## src/rtl/dmem_pkg.sv

```systemverilog
// Shared widths, FSM state encoding and read-tracker entry layout for the data-memory controller.
package dmem_pkg;
    localparam int WORD_W    = 16;
    localparam int VEC_LANES = 16;
    localparam int VEC_W     = 256;
    localparam int MEM_AW    = 18;
    localparam int LANE_W    = 4;

    typedef enum logic [2:0] {
        IDLE,
        V_WR,
        V_RD,
        V_DRAIN,
        V_DONE
    } dmem_state_t;

    typedef struct packed {
        logic              vld;
        logic              is_vec;
        logic [LANE_W-1:0] lane;
    } trk_entry_t;
endpackage

```

## src/rtl/dmem_ctrl_rr_arb2.sv

```systemverilog
// Two-requester round-robin arbiter; combinational grant, priority flips after each grant.
// After reset, requester 0 wins the first contested cycle.
module rr_arb2 (
    input  logic clk,
    input  logic rst,
    input  logic en,
    input  logic req0,
    input  logic req1,
    output logic gnt0,
    output logic gnt1
);
    logic last1;

    always_comb begin
        gnt0 = 1'b0;
        gnt1 = 1'b0;
        if (en) begin
            if (req0 && req1) begin
                gnt0 = last1;
                gnt1 = !last1;
            end else begin
                gnt0 = req0;
                gnt1 = req1;
            end
        end
    end

    always_ff @(posedge clk or posedge rst) begin
        if (rst) begin
            last1 <= 1'b1;
        end else if (gnt0) begin
            last1 <= 1'b0;
        end else if (gnt1) begin
            last1 <= 1'b1;
        end
    end
endmodule

```

## src/rtl/dmem_ctrl.sv

```systemverilog
// Scalar/vector access controller for a single-port 16-bit buffer: scalars pass in one cycle from IDLE,
// vectors become 16 word beats; a RD_LAT-deep tracker steers returning read words to their owner.
module dmem_ctrl
    import dmem_pkg::*;
#(
    parameter int RD_LAT = 1
) (
    input  logic              clk,
    input  logic              rst,
    input  logic              s_req,
    input  logic              s_we,
    input  logic [31:0]       s_addr,
    input  logic [WORD_W-1:0] s_wdata,
    output logic              s_gnt,
    output logic              s_rvalid,
    output logic [WORD_W-1:0] s_rdata,
    input  logic              v_req,
    input  logic              v_we,
    input  logic [31:0]       v_addr,
    input  logic [VEC_W-1:0]  v_wdata,
    output logic              v_gnt,
    output logic              v_done,
    output logic [VEC_W-1:0]  v_rdata,
    output logic [MEM_AW-1:0] mem_addr,
    output logic              mem_we,
    output logic [WORD_W-1:0] mem_wdata,
    input  logic [WORD_W-1:0] mem_rdata
);
    dmem_state_t       state;
    logic [LANE_W-1:0] cnt;
    logic [MEM_AW-1:0] base;
    logic [VEC_W-1:0]  wbuf;
    logic [WORD_W-1:0] s_rdata_q;
    trk_entry_t        trk [RD_LAT];
    trk_entry_t        issue;
    trk_entry_t        tail;
    logic              arb_en;
    logic              unused_addr_hi;

    assign unused_addr_hi = ^{s_addr[31:MEM_AW], v_addr[31:MEM_AW]};
    assign arb_en         = (state == IDLE);
    assign tail           = trk[RD_LAT-1];

    rr_arb2 u_arb (
        .clk  (clk),
        .rst  (rst),
        .en   (arb_en),
        .req0 (s_req),
        .req1 (v_req),
        .gnt0 (s_gnt),
        .gnt1 (v_gnt)
    );

    // Vector beats own the port outside IDLE; the vector grant cycle itself leaves memory idle.
    always_comb begin
        mem_addr  = '0;
        mem_we    = 1'b0;
        mem_wdata = '0;
        if (state == V_WR || state == V_RD) begin
            mem_addr  = base + MEM_AW'(cnt);
            mem_we    = (state == V_WR);
            mem_wdata = (state == V_WR) ? wbuf[WORD_W-1:0] : '0;
        end else if (s_gnt) begin
            mem_addr  = s_addr[MEM_AW-1:0];
            mem_we    = s_we;
            mem_wdata = s_wdata;
        end
    end

    always_comb begin
        issue = '0;
        if (state == V_RD) begin
            issue.vld    = 1'b1;
            issue.is_vec = 1'b1;
            issue.lane   = cnt;
        end else if (s_gnt && !s_we) begin
            issue.vld = 1'b1;
        end
    end

    assign s_rvalid = tail.vld && !tail.is_vec;
    assign s_rdata  = s_rvalid ? mem_rdata : s_rdata_q;

    always_ff @(posedge clk or posedge rst) begin
        if (rst) begin
            for (int i = 0; i < RD_LAT; i++) trk[i] <= '0;
            s_rdata_q <= '0;
            v_rdata   <= '0;
        end else begin
            trk[0] <= issue;
            for (int i = 1; i < RD_LAT; i++) trk[i] <= trk[i-1];
            if (s_rvalid) s_rdata_q <= mem_rdata;
            if (tail.vld && tail.is_vec) v_rdata[{tail.lane, 4'b0000} +: WORD_W] <= mem_rdata;
        end
    end

    always_ff @(posedge clk or posedge rst) begin
        if (rst) begin
            state  <= IDLE;
            cnt    <= '0;
            base   <= '0;
            wbuf   <= '0;
            v_done <= 1'b0;
        end else begin
            v_done <= 1'b0;
            case (state)
                IDLE: begin
                    if (v_gnt) begin
                        base  <= v_addr[MEM_AW-1:0];
                        wbuf  <= v_wdata;
                        cnt   <= '0;
                        state <= v_we ? V_WR : V_RD;
                    end
                end
                V_WR, V_RD: begin
                    // Lane k always sits in the low word of wbuf during beat k.
                    cnt  <= cnt + 1'b1;
                    wbuf <= wbuf >> WORD_W;
                    if (cnt == LANE_W'(VEC_LANES - 1)) begin
                        if (state == V_WR) begin
                            state  <= V_DONE;
                            v_done <= 1'b1;
                        end else begin
                            state <= V_DRAIN;
                        end
                    end
                end
                V_DRAIN: begin
                    if (tail.vld && tail.is_vec && tail.lane == LANE_W'(VEC_LANES - 1)) begin
                        state  <= V_DONE;
                        v_done <= 1'b1;
                    end
                end
                V_DONE: begin
                    state <= IDLE;
                end
                default: begin
                    state <= IDLE;
                end
            endcase
        end
    end
endmodule

```

## config.mk

```make
export PLATFORM = sky130hd
export DESIGN_NAME = dmem_ctrl
export DESIGN_NICKNAME = d
export VERILOG_FILES = /design/src/rtl/dmem_pkg.sv /design/src/rtl/dmem_ctrl_rr_arb2.sv /design/src/rtl/dmem_ctrl.sv
export SDC_FILE = /design/constraint.sdc
export NUM_CORES = 1
export LEC_CHECK = 0
export CORE_AREA = 2 2 263 265
export CTS_CLUSTER_DIAMETER = 40
export DETAILED_ROUTE_END_ITERATION = 7
export DIE_AREA = 0 0 265 267
export PLACE_DENSITY = 0.68
export SYNTH_ARGS = -nofsm -noshare
export SYNTH_HDL_FRONTEND = slang
export SYNTH_HIERARCHICAL = 1
export SYNTH_SLANG_ARGS = --single-unit
```

## constraint.sdc

```tcl
create_clock -name clk -period 37.4 [get_ports clk]
set_input_delay 9.35 -clock clk [delete_from_list [all_inputs] [get_ports clk]]
set_output_delay 9.35 -clock clk [all_outputs]
set_load 0.02 [all_outputs]
```

Word level (Yosys, flattened, before mapping)

Index checks and enable logic that the tools add are counted.

$add $sub $neg: 3
$mul: 0
Divide/modulo/power cells: 0
Magnitude comparators: 0
Eq/ne operators: 8
Shifts and indexed selects: 2
Multiplexer cells: 32
Bitwise operators: 0
Reductions and logical operators: 16

Operators by type and width:

| operator                                                 | number |
|---|---|
| one-hot mux 256 bit (2 select lines)                     | 1 |
| bitwise mux 256 bit                                      | 1 |
| two-way mux 256 bit                                      | 1 |
| variable shift 16 x 10 -> 256 bit (first input constant) | 1 |
| indexed part select 16 x 10 -> 256 bit                   | 1 |
| two-way mux 16 bit                                       | 4 |
| two-way mux 18 bit                                       | 2 |
| adder 18 x 4 -> 18 bit                                   | 1 |
| two-way mux 1 bit                                        | 13 |
| two-way mux 3 bit                                        | 4 |
| negation 8 -> 10 bit                                     | 1 |
| one-hot mux 3 bit (3 select lines)                       | 1 |
| == test 4 bit (second input constant)                    | 2 |
| one-hot mux 4 bit (2 select lines)                       | 1 |
| == test 3 x 2 -> 1 bit (second input constant)           | 2 |
| inequality test 2 bit (second input constant)            | 3 |
| logical AND 1 bit                                        | 5 |
| two-way mux 5 bit                                        | 1 |
| adder 4 x 1 -> 4 bit (second input constant)             | 1 |
| two-way mux 4 bit                                        | 1 |
| AND reduction 2 bit                                      | 2 |
| nonzero test 2 bit                                       | 2 |
| == test 3 x 1 -> 1 bit (second input constant)           | 1 |
| logical NOT 1 bit                                        | 3 |
| 6 further kinds                                          | 6 |

Flip-flop bits (word level): 561
Latch bits: 0
Memory bits (writable): 0
Bits in read-only memories: 0
Input port bits: 358
Output and inout port bits: 311
Word-level logic and storage cells: 72
Memories: 0

Logic depth before layout (Yosys ltp)

Gate-level depths: netlist (run 1).

Word-level depth: 6
Depth in mapped cells: 10
Gate-level depth less buffers: 7

Modules after synthesis

The synthesis (run 1) kept the hierarchy.

By module, submodules not included:

| module    | times used | cells an instance | area each (um^2) | seq. area each (um^2) |
|---|---|---|---|---|
| dmem_ctrl | 1          | 2,246             | 24,399.7         | 14,013.4 |
| rr_arb2   | 1          | 9                 | 66.3             | 26.3 |

Worst setup path after synthesis (run 1)

OpenSTA, ideal clock, no wires.

Path type: input port to output port
Start point: in s_req
End point: out mem_addr[3]
Data arrival time: 10.959 ns
Required time: 28.050 ns
Path slack: 17.091 ns
Stages: 7
Path buffers: 3
Cell sequence: nand2_1 > a21oi_1 > clkbuf_1 > o21a_1 > clkbuf_1 > buf_2 > a22o_1

Word-level cells in the longest chain between the ends: 5

Ends and longest elaborated chain:

| item                 | RTL line                | RTL |
|---|---|---|
| from (decl)          | dmem_ctrl.sv:10         | `input logic s_req,` |
| logical AND 1 bit    | dmem_ctrl_rr_arb2.sv:18 | `if (req0 && req1) begin` |
| two-way mux 1 bit *  | dmem_ctrl_rr_arb2.sv:18 |  |
| two-way mux 1 bit *  | dmem_ctrl_rr_arb2.sv:17 | `if (en) begin` |
| net s_gnt            | dmem_ctrl.sv:14         | `output logic s_gnt,` |
| two-way mux 18 bit * | dmem_ctrl.sv:63         | `end else if (s_gnt) begin` |
| two-way mux 18 bit * | dmem_ctrl.sv:59         | `if (state == V_WR \|\| state == V_RD) begin` |
| to (decl)            | dmem_ctrl.sv:24         | `output logic [MEM_AW-1:0] mem_addr,` |

Mark *: on every way through the listed nets, which the timed path passes. The rest lies on a longest branch.

Worst setup path after layout (run 1)

Start point: in s_req
End point: out mem_wdata[6]

Word-level cells in the longest chain between the ends: 5

Ends and longest elaborated chain:

| item                 | RTL line                | RTL |
|---|---|---|
| logical AND 1 bit    | dmem_ctrl_rr_arb2.sv:18 |  |
| two-way mux 1 bit *  | dmem_ctrl_rr_arb2.sv:18 |  |
| two-way mux 1 bit *  | dmem_ctrl_rr_arb2.sv:17 |  |
| two-way mux 16 bit * | dmem_ctrl.sv:63         |  |
| two-way mux 16 bit * | dmem_ctrl.sv:59         |  |
| to (decl)            | dmem_ctrl.sv:26         | `output logic [WORD_W-1:0] mem_wdata,` |

Mark *: on every way between the ends. The rest lies on a longest branch, timed or not.

==> results of run 1 <==
through the flow:
step                      instance area [sq um]  hold slack, ns  cells  total power, W  setup WS [ns]
after global placement                    31400           0.469   3632         0.00199          15.90
after CTS                                 34400           0.493   3786         0.00286          15.88
after floorplan                           24500           0.470   2255         0.00159          12.39
after detailed placement                  31400           0.481   3632         0.00203          15.91
final                                     34400           0.486   3795         0.00285          15.90
after global routing                      34400           0.510   3794         0.00299          15.80
state kept, by name, summed over array words and instances, names as in the netlist:
| register | flops |
|---|---|
| wbuf | 256 |
| cnt | 4 |
| v_done | 1 |
| state | 3 |
| u_arb/last1 | 1 |
| v_rdata | 256 |
| base | 18 |
| s_rdata_q | 16 |
| tail | 6 |
layout by cell type (no fill, tap or decap), types with 4 or more instances in the layout:
master and n:
clkdlybuf4s50_1 640, dfrtp_1 560, nand2_1 500, nor2_1 244
a31oi_1 241, mux2_2 212, clkbuf_16 84, mux2_4 40
mux2_1 35, a22o_1 34, nand3_1 32, buf_4 30
and2_1 22, and3_1 20, inv_6 14, or4_1 12
bufinv_16 11, clkinv_4 10, diode_2 9, clkinv_2 9
inv_1 8, o21ai_0 8, a21oi_1 8, ha_1 8
clkbuf_1 8, xnor2_1 7, o211ai_1 6, clkbuf_8 6
or3_1 5, nor3_1 4, nand4_1 4, nand3_2 4
nand3_4 4, a21o_1 4, o311ai_0 4, clkinvlp_4 4
per-layer routing:
metal | vias up | routed length, um | share of wire | global-route usage
met3 | 153 | 6950 | 0.081 | 0.0650
met4 | 6 | 2880 | 0.034 | 0.0930
met5 | - | 42 | 0.00049 | 0
li1 | 8975 | - | - | -
met2 | 851 | 42200 | 0.49 | 0.401
met1 | 9991 | 33700 | 0.39 | 0.284
cells by family (layout without fill, tap and decap cells):
| family | Yosys count | after routing | share of synthesized area |
|---|---|---|---|
| flops | 561 | 561 | 0.574 |
| compound gates | 325 | 325 | 0.0894 |
| other cells | 0 | 9 | 0 |
| xor+xnor | 7 | 7 | 0.00251 |
| fa+ha+maj | 9 | 9 | 0.00491 |
| buf+inv | 185 | 834 | 0.0360 |
| mux | 288 | 288 | 0.139 |
| simple gates | 880 | 880 | 0.155 |
layout make-up:
| type | count | area, sq um |
|---|---|---|
| diodes | 9 | 22.5 |
| clock buffers | 98 | 2210 |
| clock inverters | 56 | 785 |
| fillers | 5874 | 33600 |
| inverters | 9 | 41.3 |
| multi-input cells | 1509 | 9570 |
| flip-flops and latches | 561 | 14000 |
| well taps | 882 | 1100 |
| repair buffers | 671 | 6650 |
worst paths after layout:
kind | from | to | slack, ns | cells after the start
setup / recovery | s_req | mem_wdata[6] | 15.90 | 7
hold / removal | v_rdata[190] | v_rdata[190] | 0.49 | 2
setup reg to reg | state[2] | wbuf[46] | 32.29 | 9
hold reg to reg | v_rdata[190] | v_rdata[190] | 0.49 | 2
max in group asynchronous | rst | wbuf[52] | 24.69 | 5
min in group asynchronous | rst | u_arb/last1 | 9.18 | 2
critical path, stage by stage:
cell,delay (ns)
clkdlybuf4s50_1,0.50
nand2_1,0.06
a21oi_1,0.14
buf_4,0.26
o21a_1,0.83
a22o_1,0.35
clkdlybuf4s50_1,0.63
power groups by stage:
stage               clock [W]  sequential, W  combinational, W
floorplan                   0        0.00107          0.000523
global placement            0       0.000989           0.00100
detailed placement          0        0.00100           0.00102
CTS                  0.000840       0.000995           0.00103
global route         0.000867        0.00102           0.00110
finish               0.000825       0.000998           0.00102
==> impl_metrics.csv, run 1 <==
group,metric,value,unit
clock_network,clockBufferDepth,3,
floorplanning,start_util,0.360,
detailed_routing,wl,85700,um
power_and_ir_drop,power_switching_share,0.364,
status,outcome,"finished clean",
cells_and_area,syn2layout_area_growth,40.7,%
power_and_ir_drop,pwr-share-clk,0.290,
synth,syn_avg_cell_area,10.8,sq um
timing,rsz0062_at_grt,"no",
clock_network,cts-hold-fix-buffers,0,
min_path,hold_class,"register to register",
detailed_routing,via_count,20000,
clock_network,cts_tree,"yes",
detailed_routing,wl_per_cell,22.6,um
synth,seq_area_frac_synth,0.574,
clock_network,cts-root-buf,"clkbuf_16",
clock_network,post_cts_buffers,0,
cells_and_area,post-route-util,0.506,
synth,synth.largest_area_cell,"dfrtp_1",
synth,synth.most_common_cell,"dfrtp_1",
clock_network,htreeDepth,3,
synth,synth-edff-count,0,
power_and_ir_drop,power.leakage,15.0,nW
floorplanning,die_h,267,um
global_route,antenna_found_initial,14,
synth,yosys.area.top_type_share,0.573,
detailed_routing,drc_errors,0,
synth,synth_flop_cell,"dfrtp_1",
critical_path,criticalPathCategory,"primary input to output pin",
power_and_ir_drop,combPwrFrac,0.359,
timing,setup_tns,0,ns
global_route,grt_overflow,0,
placement,hpwlAfterDp,62800,um
critical_path,cp.arrival,12.15,ns
critical_path,crit_fanout,19,
global_route,grt_pass1_wl,126000,um
power_and_ir_drop,p_seq_frac,0.351,
timing,max-slew-margin-rel,0.0777,
clock_network,ctsResizeCount,0,
synth,synth_cells,2255,
detailed_routing,drtIter0Drc,1538,
run,maxCapViolations,0,
detailed_routing,ant_nets,0,
global_route,grt_pass1_vias,19800,
timing,hold_violations,0,
global_route,grt_start_max_net_pins,278,
timing,slew_viol_final,0,
placement,io_buffers,640,
synth,ys_seq_elements,561,
power_and_ir_drop,peakVddDrop,44.1,uV
synth,post_synth_num_cell_types,67,
clock_network,insertion_delay,0.63,ns
synth,syn-num-nets,2622,
clock_network,clock_sinks,561,
cells_and_area,drive_above_1_share,0.158,
cells_and_area,nets,3203,
clock_network,cts.clk_slew.worst_paths,0.05,ns
timing,fmax,46.5,MHz
synth,async_flop_share,1.00,
floorplanning,core_area,68000,sq um
timing,final.min_clock_period,21.50,ns
synth,yosys-top-cells-count,"dfrtp_1 (560), nand2_1 (500), nor2_1 (245)",
critical_path,worst_setup_path_end_kind,"output pin",
timing,setup_viol,0,
timing,tightest_slew,1.38,ns
synth,syn_area,24500,sq um
power_and_ir_drop,intPower,0.00181,W
floorplanning,rows,96,
detailed_routing,vias_per_cell,5.26,
critical_path,critPathLaunchType,"primary input",
floorplanning,die_w,265,um
floorplanning,boundaryPins,669,
timing,fin_skew,0.0475,ns
power_and_ir_drop,powerDensity,82.7,nW/um^2
clock_network,numCtsBuffers,84,
synth,synth_area_leaders,"dfrtp_1 (57%), mux2_2 (9.8%), nand2_1 (7.7%)",
placement,globalplace.congestion,0.904,
critical_path,cp.required,28.05,ns
detailed_routing,dr.pass1.iters,8,
timing,post-route-period-util,0.575,
global_route,grtUsageTotal,0.236,
synth,synth-warning-count,6,
floorplanning,design.die.area,70800,sq um
power_and_ir_drop,switchingPower,0.00104,W
(Power assumes the default switching activity.)
==> inputs of run 2 (changes only) <==
Clock period 37.4 ns to 20.4 ns, I/O delays scaled along.
==> impl_metrics.csv, run 2 (same netlist as run 1, synthesis figures left out) <==
group,metric,value,unit
clock_network,clockBufferDepth,3,
timing,post-route-period-util,0.664,
cells_and_area,syn2layout_area_growth,41.8,%
placement,globalplace.congestion,0.922,
floorplanning,boundaryPins,669,
placement,dp_slack,6.84,ns
clock_network,htreeDepth,3,
clock_network,cts-hold-fix-buffers,0,
clock_network,insertion_delay,0.64,ns
clock_network,numCtsBuffers,92,
detailed_routing,drc_errors,0,
cells_and_area,drive_above_1_share,0.164,
detailed_routing,drtIter0Drc,1598,
critical_path,cpMostUsedCell,"clkdlybuf4s50_1",
power_and_ir_drop,power.leakage,15.1,nW
timing,final.min_clock_period,13.55,ns
critical_path,crit_fanout,19,
placement,io_buffers,640,
cells_and_area,nets,3216,
cells_and_area,multi_input_area,9580,sq um
cells_and_area,reg_top3,"v_rdata: 256 flops, wbuf: 256 flops, base: 18 flops",
timing,setup_viol,0,
floorplanning,design.die.area,70800,sq um
detailed_routing,via_count,20100,
floorplanning,rows,96,
cells_and_area,mostFrequentLayoutCells,"clkdlybuf4s50_1 (640), dfrtp_1 (560), nand2_1 (500)",
cells_and_area,layout_commonest_cell,"clkdlybuf4s50_1",
detailed_routing,wl_per_cell,22.9,um
timing,max-slew-margin-rel,0.240,
critical_path,critical_path.slowest_cell,"a21oi_2",
power_and_ir_drop,powerDensity,153,nW/um^2
global_route,grtUsageTotal,0.241,
floorplanning,start_util,0.360,
timing,tightest_slew,1.14,ns
timing,fin_skew,0.0427,ns
detailed_routing,wl,87300,um
detailed_routing,dr.pass1.iters,5,
power_and_ir_drop,total_power,0.00530,W
floorplanning,core_area,68000,sq um
status,outcome,"finished clean",
power_and_ir_drop,peakVddDrop,84.5,uV
clock_network,cts.clk_slew.worst_paths,0.05,ns
global_route,grt_start_max_net_pins,259,
critical_path,cp.required,15.30,ns
run,maxCapViolations,0,
critical_path,crit_chain,"clkdlybuf4s50_1, nand2_1, a21oi_2, o21a_1, buf_4, a22o_1, clkdlybuf4s50_1",
critical_path,cp.arrival,8.45,ns
floorplanning,die_w,265,um
clock_network,ctsResizeCount,0,
critical_path,critPathLaunchType,"primary input",
detailed_routing,vias_per_cell,5.26,
critical_path,crit_path_max_incr_delay,0.82,ns
detailed_routing,ant_nets,0,
clock_network,post_cts_buffers,0,
clock_network,cts-root-buf,"clkbuf_16",
timing,setup_tns,0,ns
clock_network,clock_sinks,561,
timing,slew_viol_final,0,
critical_path,worst_setup_path_end_kind,"output pin",
clock_network,cts_tree,"yes",
global_route,grt_overflow,0,
timing,rsz0062_at_grt,"no",
critical_path,criticalPathCategory,"primary input to output pin",
timing,setup_slack,6.85,ns
global_route,antenna_found_initial,19,
timing,fmax,73.8,MHz
global_route,grt_pass1_vias,20200,
cells_and_area,regArea,14000,sq um
placement,hpwlAfterDp,63500,um
floorplanning,die_h,267,um
global_route,grt_pass1_wl,128000,um
min_path,hold_class,"register to register",
cells_and_area,nFillCells,5864,
timing,hold_violations,0,
==> run 2: changes by cell type in the layout (fill, tap and decap cells not counted), moves of 2 or more <==
cell / delta
clkinv_8: +2
bufinv_16: -3
clkinvlp_4: +4
clkbuf_8: +2
inv_6: -4
buf_4: +5
clkbuf_16: +9
clkinv_2: +7
==> run 2: critical path, delay by kind of cell <==
kind                   cells  cell delay (ns)
AOI/OAI and AO/OA          3             1.71
buffers and inverters      3             1.55
and+or+nand+nor            1             0.07
==> run 2: final timing paths <==
kind	startpoint	endpoint	slack (ns)	depth (start not counted)
setup / recovery	s_req	mem_wdata[12]	6.85	7
max in group asynchronous	rst	v_rdata[122]	12.05	5
hold / removal	v_rdata[190]	v_rdata[190]	0.48	2
hold reg to reg	v_rdata[190]	v_rdata[190]	0.48	2
setup reg to reg	state[2]	wbuf[181]	14.87	10
min in group asynchronous	rst	u_arb/last1	4.91	2
==> run 2: power breakdown <==
group / leakage [nW] / switching (W) / total (W) / internal [W]
clock network: 1.57 / 0.000598 / 0.00159 / 0.000988
logic: 6.83 / 0.00106 / 0.00188 / 0.000821
registers: 6.74 / 0.000275 / 0.00183 / 0.00156
total: 15.1 / 0.00193 / 0.00530 / 0.00337
==> run 2: area by class of cell <==
cell class | count | area share
tap | 882 | 0.0318
clock inverter | 61 | 0.0217
sequential | 561 | 0.405
inverter | 9 | 0.00108
antenna | 8 | 0.000577
timing repair buffer | 676 | 0.193
clock buffer | 110 | 0.0712
multi-input combinational | 1509 | 0.276
==> run 2: metal layers <==
| layer | vias up | GRT usage | share of wire |
|---|---|---|---|
| li1 | 9003 | - | - |
| met1 | 9986 | 0.289 | 0.39 |
| met2 | 871 | 0.393 | 0.47 |
| met3 | 183 | 0.0734 | 0.089 |
| met4 | 18 | 0.123 | 0.045 |
| met5 | - | 0 | 0.0013 |
==> run 2: stage by stage <==
stage,utilization,cell area [sq um],instances,hold WS [ns]
floorplan,-,24500,2255,0.470
global placement,0.463,31400,3637,0.470
detailed placement,0.463,31400,3637,0.474
CTS,0.510,34700,3808,0.485
global route,0.510,34700,3816,0.504
finish,0.510,34700,3816,0.485
==> inputs of run 3 (changes only) <==
Settings changed: CORE_AREA 2 2 263 265 to 2 2 261 263, DIE_AREA 0 0 265 267 to 0 0 263 265, PLACE_DENSITY 0.68 to 0.71.
Clock period 20.4 ns to 11.45 ns, I/O delays scaled along.
==> impl_metrics.csv, run 3 (same netlist as run 1, synthesis figures left out) <==
group,metric,value,unit
global_route,grt_pass1_vias,19900,
detailed_routing,vias_per_cell,5.29,
floorplanning,start_util,0.366,
min_path,hold_class,"register to register",
clock_network,insertion_delay,0.64,ns
timing,fmax,119,MHz
detailed_routing,ant_nets,0,
run,maxCapViolations,0,
global_route,grt_overflow,0,
detailed_routing,dr.pass1.iters,5,
clock_network,cts-root-buf,"clkbuf_16",
clock_network,post_cts_buffers,0,
placement,dp_slack,2.98,ns
floorplanning,core_area,66800,sq um
detailed_routing,wl_per_cell,22.3,um
critical_path,worstReg2RegStart,"state[2]",
detailed_routing,drtIter0Drc,1717,
clock_network,cts.clk_slew.worst_paths,0.05,ns
critical_path,worstSetupEndpoint,"mem_wdata[15]",
critical_path,timing.rr.end,"wbuf[141]",
placement,hpwlAfterDp,61300,um
critical_path,worst_setup_path_end_kind,"output pin",
cells_and_area,layout_commonest_cell,"clkdlybuf4s50_1",
critical_path,cp.required,8.59,ns
timing,rsz0062_at_grt,"no",
floorplanning,die_h,265,um
power_and_ir_drop,powerDensity,271,nW/um^2
placement,io_buffers,640,
global_route,grt_start_max_net_pins,222,
status,outcome,"finished clean",
clock_network,cts_tree,"yes",
critical_path,criticalPathCategory,"primary input to output pin",
timing,slew_viol_final,0,
timing,max-slew-margin-rel,0.175,
power_and_ir_drop,power.leakage,15.1,nW
detailed_routing,wl,84500,um
cells_and_area,nets,3206,
floorplanning,rows,95,
timing,holdWs,0.491,ns
critical_path,r2r_setup_slack,7.02,ns
timing,setup_slack,3.03,ns
timing,final.min_clock_period,8.42,ns
floorplanning,design.die.area,69700,sq um
clock_network,clock_sinks,561,
critical_path,cp.arrival,5.56,ns
timing,hold_violations,0,
power_and_ir_drop,peakVddDrop,127,uV
clock_network,clockBufferDepth,3,
critical_path,crit_fanout,19,
floorplanning,boundaryPins,669,
global_route,grt_pass1_wl,126000,um
detailed_routing,via_count,20100,
timing,setup_tns,0,ns
timing,fin_skew,0.0478,ns
clock_network,numCtsBuffers,88,
cells_and_area,mostFrequentLayoutCells,"clkdlybuf4s50_1 (640), dfrtp_1 (560), nand2_1 (500)",
clock_network,ctsResizeCount,0,
floorplanning,die_w,263,um
timing,post-route-period-util,0.735,
timing,setup_viol,0,
timing,tightest_slew,1.24,ns
global_route,antenna_found_initial,14,
critical_path,reg2reg_depth,9,
placement,globalplace.congestion,0.900,
cells_and_area,drive_above_1_share,0.161,
cells_and_area,syn2layout_area_growth,41.7,%
cells_and_area,post-route-util,0.519,
global_route,grtUsageTotal,0.237,
critical_path,crit_start,"s_req",
detailed_routing,drc_errors,0,
clock_network,htreeDepth,3,
cells_and_area,reg_top3,"v_rdata: 256 flops, wbuf: 256 flops, base: 18 flops",
critical_path,critPathLaunchType,"primary input",
clock_network,cts-hold-fix-buffers,0,
==> run 3: cell types whose count changed in the layout (fill, tap and decap cells not counted), sizes merged <==
| cell | change |
|---|---|
| bufinv | +4 |
| inv | -2 |
| clkbuf | -4 |
| diode | -1 |
| clkinv | -4 |
| buf | -6 |
==> run 3: worst min-delay path by stage <==
stage                 start            to  slack [ns]  depth (start not counted)
6_report        v_rdata[49]   v_rdata[49]        0.49                          1
5_1_grt        v_rdata[210]  v_rdata[210]        0.50                          1
4_1_cts        v_rdata[112]  v_rdata[112]        0.49                          1
3_5_place_dp   v_rdata[112]  v_rdata[112]        0.48                          1
3_3_place_gp   v_rdata[216]  v_rdata[216]        0.47                          1
2_1_floorplan   u_arb/last1   u_arb/last1        0.47                          2
==> run 3: power breakdown <==
group	total [W]	switching, W	internal [W]
Combinational	0.00333	0.00186	0.00147
Clock	0.00283	0.00104	0.00179
Sequential	0.00325	0.000476	0.00277
Total	0.00941	0.00338	0.00603
==> run 3: worst max-delay path: stages <==
cell	delay, ns
clkdlybuf4s50_1	0.50
nand2_1	0.08
a21oi_2	0.14
buf_4	0.27
o21a_1	0.26
buf_4	0.39
a22o_1	0.36
clkdlybuf4s50_1	0.66
==> run 3: per-stage QoR <==
stage,power [W],cell area [sq um],cells
4_1_cts,0.00945,34600,3787
5_1_grt,0.00989,34700,3792
3_3_place_gp,0.00647,31400,3622
6_report,0.00941,34700,3794
2_1_floorplan,0.00521,24500,2255
3_5_place_dp,0.00659,31400,3622
==> run 3: layer usage <==
layer / track usage / vias to the layer above / part of all wire
li1: - / 8986 / -
met1: 0.288 / 10000 / 0.39
met2: 0.400 / 859 / 0.49
met3: 0.0651 / 164 / 0.083
met4: 0.0931 / 10 / 0.035
met5: 0 / - / 0.00082
==> run 3: final cells by class <==
type,instances,area (sq um)
antenna,7,17.5
clock inverter,59,825
timing repair buffer,670,6690
clock buffer,106,2380
sequential,561,14000
tap,873,1090
inverter,9,37.5
fill,5708,32100
multi-input combinational,1509,9580
